<file path="src/rtl/gcd_datapath.sv">
// GCD datapath: X/Y operand registers with subtract-and-reload paths,
// comparison flags for the controller, a result register with a validity
// flag, a saturating subtract-step counter and a sticky zero-operand flag.
module gcd_datapath #(
    parameter int W = 4
) (
    input  logic         clk,
    input  logic         reset,
    input  logic [W-1:0] x_i,
    input  logic [W-1:0] y_i,
    input  logic         x_ld,
    input  logic         y_ld,
    input  logic         x_sel,
    input  logic         y_sel,
    input  logic         d_o_ld,
    output logic         x_neq_y,
    output logic         x_lt_y,
    output logic [W-1:0] d_o,
    output logic         d_o_vld,
    output logic [4:0]   iter_cnt,
    output logic         zero_err
);

    localparam logic [4:0] CNT_MAX  = 5'd31;
    localparam logic [4:0] CNT_ZERO = 5'd0;

    // Step counter increment that sticks at its ceiling instead of wrapping.
    function automatic logic [4:0] sat_inc(input logic [4:0] v);
        if (v == CNT_MAX) begin
            return CNT_MAX;
        end else begin
            return v + 5'd1;
        end
    endfunction

    // True when an operand value is all zeros.
    function automatic logic is_zero(input logic [W-1:0] v);
        return (v == {W{1'b0}});
    endfunction

    logic [W-1:0] x_r;
    logic [W-1:0] y_r;
    logic [W-1:0] d_o_r;
    logic         d_o_vld_r;
    logic [4:0]   iter_cnt_r;
    logic         zero_err_r;

    logic [W-1:0] x_diff_s;
    logic [W-1:0] y_diff_s;
    logic [W-1:0] x_nxt_s;
    logic [W-1:0] y_nxt_s;
    logic         x_op_ld_s;
    logic         y_op_ld_s;
    logic         op_ld_s;
    logic         sub_step_s;
    logic         zero_hit_s;
    logic [4:0]   iter_nxt_s;
    logic         vld_nxt_s;
    logic         zero_nxt_s;

    // Both differences come from the current register contents, so a
    // simultaneous X and Y subtract sees the pre-edge pair (wraps mod 2^W).
    always_comb begin
        x_diff_s = x_r - y_r;
        y_diff_s = y_r - x_r;
    end

    // Classify this cycle's enables: external operand load vs subtract step.
    always_comb begin
        x_op_ld_s  = x_ld & ~x_sel;
        y_op_ld_s  = y_ld & ~y_sel;
        op_ld_s    = x_op_ld_s | y_op_ld_s;
        sub_step_s = (x_ld & x_sel) | (y_ld & y_sel);
        zero_hit_s = (x_op_ld_s & is_zero(x_i)) | (y_op_ld_s & is_zero(y_i));
    end

    // Next X/Y register values from the source selects.
    always_comb begin
        x_nxt_s = x_r;
        y_nxt_s = y_r;
        if (x_ld) begin
            if (x_sel) begin
                x_nxt_s = x_diff_s;
            end else begin
                x_nxt_s = x_i;
            end
        end else begin
            x_nxt_s = x_r;
        end
        if (y_ld) begin
            if (y_sel) begin
                y_nxt_s = y_diff_s;
            end else begin
                y_nxt_s = y_i;
            end
        end else begin
            y_nxt_s = y_r;
        end
    end

    // Status next-state: operand load restarts the count, a result load
    // marks the result valid even when operands reload on the same edge.
    always_comb begin
        iter_nxt_s = iter_cnt_r;
        vld_nxt_s  = d_o_vld_r;
        zero_nxt_s = zero_err_r;
        if (op_ld_s) begin
            iter_nxt_s = CNT_ZERO;
        end else if (sub_step_s) begin
            iter_nxt_s = sat_inc(iter_cnt_r);
        end else begin
            iter_nxt_s = iter_cnt_r;
        end
        if (d_o_ld) begin
            vld_nxt_s = 1'b1;
        end else if (op_ld_s) begin
            vld_nxt_s = 1'b0;
        end else begin
            vld_nxt_s = d_o_vld_r;
        end
        if (op_ld_s) begin
            zero_nxt_s = zero_hit_s;
        end else begin
            zero_nxt_s = zero_err_r;
        end
    end

    // Operand registers; reset clears them immediately, ignoring enables.
    always_ff @(posedge clk or posedge reset) begin
        if (reset) begin
            x_r <= {W{1'b0}};
            y_r <= {W{1'b0}};
        end else begin
            x_r <= x_nxt_s;
            y_r <= y_nxt_s;
        end
    end

    // Result register captures the pre-edge X value.
    always_ff @(posedge clk or posedge reset) begin
        if (reset) begin
            d_o_r <= {W{1'b0}};
        end else if (d_o_ld) begin
            d_o_r <= x_r;
        end else begin
            d_o_r <= d_o_r;
        end
    end

    // Status registers: result-valid, step counter and sticky zero flag.
    always_ff @(posedge clk or posedge reset) begin
        if (reset) begin
            d_o_vld_r  <= 1'b0;
            iter_cnt_r <= CNT_ZERO;
            zero_err_r <= 1'b0;
        end else begin
            d_o_vld_r  <= vld_nxt_s;
            iter_cnt_r <= iter_nxt_s;
            zero_err_r <= zero_nxt_s;
        end
    end

    // Comparison flags depend on register state only, never on inputs.
    assign x_neq_y  = (x_r != y_r);
    assign x_lt_y   = (x_r < y_r);

    assign d_o      = d_o_r;
    assign d_o_vld  = d_o_vld_r;
    assign iter_cnt = iter_cnt_r;
    assign zero_err = zero_err_r;

endmodule

</file>
<file path="config.mk">
export PLATFORM = sky130hd
export DESIGN_NAME = gcd_datapath
export DESIGN_NICKNAME = d
export VERILOG_FILES = /design/src/rtl/gcd_datapath.sv
export SDC_FILE = /design/constraint.sdc
export NUM_CORES = 1
export LEC_CHECK = 0
export BUFFER_PORTS_ARGS = -buffer_cell sky130_fd_sc_hd__buf_2
export CORE_ASPECT_RATIO = 1.4
export CORE_MARGIN = 3
export CORE_UTILIZATION = 52
export DETAILED_ROUTE_END_ITERATION = 12
export PLACE_DENSITY = 0.78
export RECOVER_POWER = 100
export SKIP_CTS_REPAIR_TIMING = 1
export SYNTH_ARGS = -nofsm -noshare
export SYNTH_HDL_FRONTEND = slang
export SYNTH_SLANG_ARGS = --single-unit
</file>
<file path="constraint.sdc">
create_clock -name clk -period 2.1 [get_ports clk]
set_clock_uncertainty 0.15 [all_clocks]
set_input_delay 0.315 -clock clk [delete_from_list [all_inputs] [get_ports clk]]
set_output_delay 0.315 -clock clk [all_outputs]
set_load 0.05 [all_outputs]
</file>
Yosys cells after proc, flatten, opt, wreduce, memory -nomap -nowiden. Cells that the tools add are included.

Flip-flop bits (word level): 19. Bits in latches: 0. Bits in writable memories: 0. ROM bits: 0. Output and inout bits: 13. Memories kept: 0.

$add $sub $neg: 3. $mul: 0. Div/mod/pow operators: 0. Order comparisons: 1. Equal/unequal tests: 2. Shifts and indexed selects: 0. Muxes and demuxes: 7. Bitwise operators: 11. Reduce and logical (&&, ||, !) cells: 4.

Operators by type and width (count): $mux W5 (3); $logic_not A4 Y1 (2); $mux W4 (2); $sub A4 B4 Y4 (2); $and A1 B1 Y1 (6); $add A5 B1 Y5 const B (1); $eq A5 B5 Y1 const B (1); $lt A4 B4 Y1 (1); $ne A4 B4 Y1 (1); $reduce_bool A2 Y1 (2); $or A1 B1 Y1 (3); $mux W1 (2); $not A1 Y1 (2).

Longest topological paths before layout.
Depth after elaboration: 5. Mapped depth: 7.

Worst setup path before layout. Ideal clock, no wire load.

Path kind: register -> output. From: register x_r[0]. To: output x_lt_y. Data arrival time: 1.975 ns. Data required time: 1.635 ns. Path slack: -0.340 ns. Stages on the path, launching flop included: 7. Buffers on the path: 0. Cells stage by stage: dfrtp_1 -> inv_1 -> ha_1 -> inv_1 -> fa_1 -> a21o_1 -> a21oi_1.

Longest elaborated chain between the ends: 1.

RTL lines: start, declared (RTL line 41) `logic [W-1:0] x_r;`; start signal, assigned (RTL line 131) `x_r <= {W{1'b0}};`; start signal, assigned (RTL line 134) `x_r <= x_nxt_s;`; $lt A4 B4 Y1 (RTL line 165) `assign x_lt_y = (x_r < y_r);`; end, declared (RTL line 17) `output logic x_lt_y,`.

Every way passes these cells.

Worst setup path after layout. Same ends and word-level chain as after synthesis.

==> flow_metrics.tcl <==
set metrics [dict create \
    status "complete, but fails checks" \
    failed_checks "negative setup slack" \
    drtIter0Drc 13 \
    crit_path_start_kind "register" \
    ys_ff_latch 19 \
    syn_to_final_growth_pct 18.99 \
    ys_seq_area_frac 0.4077 \
    grt_first_pass_wirelength_um 4257 \
    powerDensity_nw_per_um2 1357 \
    finalHoldViolations 0 \
    start_util 0.5704 \
    setup_tns_ps -128.3 \
    maxCapViolCount 0 \
    r2r-start "x_r[0]" \
    numCtsBuffers 3 \
    slowest_delay_ps 400 \
    gp_congestion 0.8723 \
    place_hpwl_um 2104 \
    antenna_cells 0 \
    min_path_type "primary input to register" \
    htree_levels 1 \
    num_io_pins 28 \
    setup_slack_ps -128.3 \
    fmax_mhz 448.8 \
    layout_worst_path_cycle_share 1.061 \
    r2r-end "y_r[2]" \
    instances_no_fill 171 \
    clockRootBuffer "clkbuf_4" \
    worst_pin_slew_ps 736.1 \
    hp-start "d_o_ld" \
    reg2reg_slack_ps 260 \
    worstPathRequired_ps 1630 \
    final_common_cell "dfrtp_1" \
    critPathKind "register to primary output" \
    synth_warnings 0 \
    vias_per_cell 5.661 \
    layout.nets 176 \
    wire_per_inst_um 15.39 \
    drtAntennaViolNets 0 \
    multi_input_area_um2 633.1 \
    crit_chain "inv_2 > ha_4 > inv_2 > fa_2 > a21o_1 > a21oi_4 > buf_6" \
    seqCellArea_um2 475.5 \
    die_area_um2 2855 \
    synth.avg_cell_area_um2 9.882 \
    die_x_um 46.02 \
    die_y_um 62.03 \
    path_max_fanout 2 \
    grt_pass1_vias 943 \
    setup_viol 1 \
    antenna_found_initial 0 \
    drive_gt1_frac 0.2400 \
    async_flop_share 1.000 \
    r2r.worst_path.cells 6 \
    cts_buffer_depth 2 \
    rsz0062_at_grt "yes" \
    syn-num-nets 143 \
    grt_max_degree 20 \
    track_usage 0.2094 \
    vias 968 \
    cp_slowest_cell "dfrtp_1" \
    portBuffers 27 \
    path_clk_slew_ps 110 \
    grt.overflow.total 0 \
    maxSlewViolCount 0 \
    hold_depth 2 \
    cp.arrival_ps 1760 \
    critPathCaptureType "primary output" \
    dp_cells 165 \
    syn_inst 118 \
    mostFrequentLayoutCells "19 x dfrtp_1, 13 x buf_2, 12 x clkbuf_1" \
    place_ws_ps -9.226 \
    synth_enable_flop_cells 0 \
    fillers 182 \
    ys_dominant_reg_cell "dfrtp_1" \
    synth_area_leaders "dfrtp_1 41%, ha_1 8.6%, a21oi_1 4.7%, inv_1 3.9%, mux2_2 3.9%" \
    max_slew_margin 0.5087 \
    drt_wl_total_um 2631 \
    row_count 19 \
    synth_top_area_share 0.4077 \
    synth_top_area_cell "dfrtp_1" \
    synth_area_um2 1166 \
    fp.coreArea_um2 2044 \
    firstDrtPassIters 4 \
    cp_common_cell "inv_2" \
    synth_cell_types 35 \
    clk_latency_ps 300 \
    min_period_ps 2228 \
    ir_drop_uv 810.3 \
    whs_endpoint "d_o_vld" \
    clock-sinks 19 \
    power.leakage_nw 0.6719 \
    cts_tree "yes" \
    remaining_drc_errors 0 \
]
critical path, delay by kind of cell, from the launching register on:
kind	cells	cell delay [ps]
buffers and inverters	3	280
adder cells (fa/ha/maj)	2	460
AO/OA/AOI/OAI	2	320
flip-flops	1	400
final cells by class:
class,count,area share
clock buffer,3,0.01623
clock inverter,1,0.003607
inverter,13,0.03517
multi-input combinational,81,0.4563
sequential,19,0.3427
tap,21,0.01894
timing repair buffer,33,0.1271
state kept, by name, summed over array words and instances (netlist names):
name	count
d_o_vld	1
zero_err	1
x_r	4
iter_cnt	5
d_o	4
y_r	4
synthesized netlist by cell type, types with 2 or more instances:
library cell and instances:
xnor2_1 2, nand3b_1 4, buf_4 4, nor2_1 8, nand2_1 5, mux2_2 4, and3_1 3, nor2b_1 2
inv_1 12, fa_1 2, ha_1 8, nor4_1 2, o21ai_0 2, o211ai_1 2, nand4_1 2, mux2i_1 4
a21o_1 4, a21oi_1 11, dfrtp_1 19, nand3_1 3
cells by family (layout without fill, tap and decap cells):
group           count (synthesis)  in the layout  synth area share
simple gates                   34             34            0.1599
compound gates                 27             27            0.1524
flops                          19             19            0.4077
buf+inv                        18             50           0.07188
fa+ha+maj                      10             10            0.1202
mux                             8              8           0.07296
xor+xnor                        2              2           0.01502
worst max-delay path by stage:
stage,start,endpoint,slack [ps],cells past startpoint
finish,x_r[0],x_lt_y,-130,7
global route,x_r[0],x_lt_y,-180,7
CTS,x_r[0],x_lt_y,-360,7
detailed placement,x_r[0],x_lt_y,-9,7
global placement,x_r[0],x_lt_y,40,7
floorplan,x_r[0],x_lt_y,70,6
report_power, final:
group | internal (mW) | leakage [nW] | switching [mW] | total, mW
Sequential | 0.469 | 0.232 | 0.0762 | 0.546
Combinational | 0.448 | 0.422 | 0.701 | 1.15
Clock | 0.0710 | 0.0177 | 0.118 | 0.189
Total | 0.989 | 0.672 | 0.895 | 1.88
stage by stage:
step | hold slack (ps) | power (mW) | util | instance area, µm²
2_1_floorplan | 116.1 | 1.361 | - | 1177
3_3_place_gp | 306.6 | 1.619 | 0.6524 | 1334
3_5_place_dp | 311.4 | 1.656 | 0.6524 | 1334
4_1_cts | -15.17 | 1.851 | 0.6659 | 1361
5_1_grt | 113.8 | 2.019 | 0.6787 | 1388
6_report | 118.9 | 1.884 | 0.6787 | 1388
layer usage:
layer | GRT usage | vias to the layer above | wire (µm)
met2 | 0.3740 | 16 | 1473
li1 | - | 477 | -
met1 | 0.2514 | 469 | 1039
met5 | 0 | - | 0
met4 | 0.08943 | 0 | 57
met3 | 0.01729 | 6 | 60
Power figures use the tool's default switching activity.
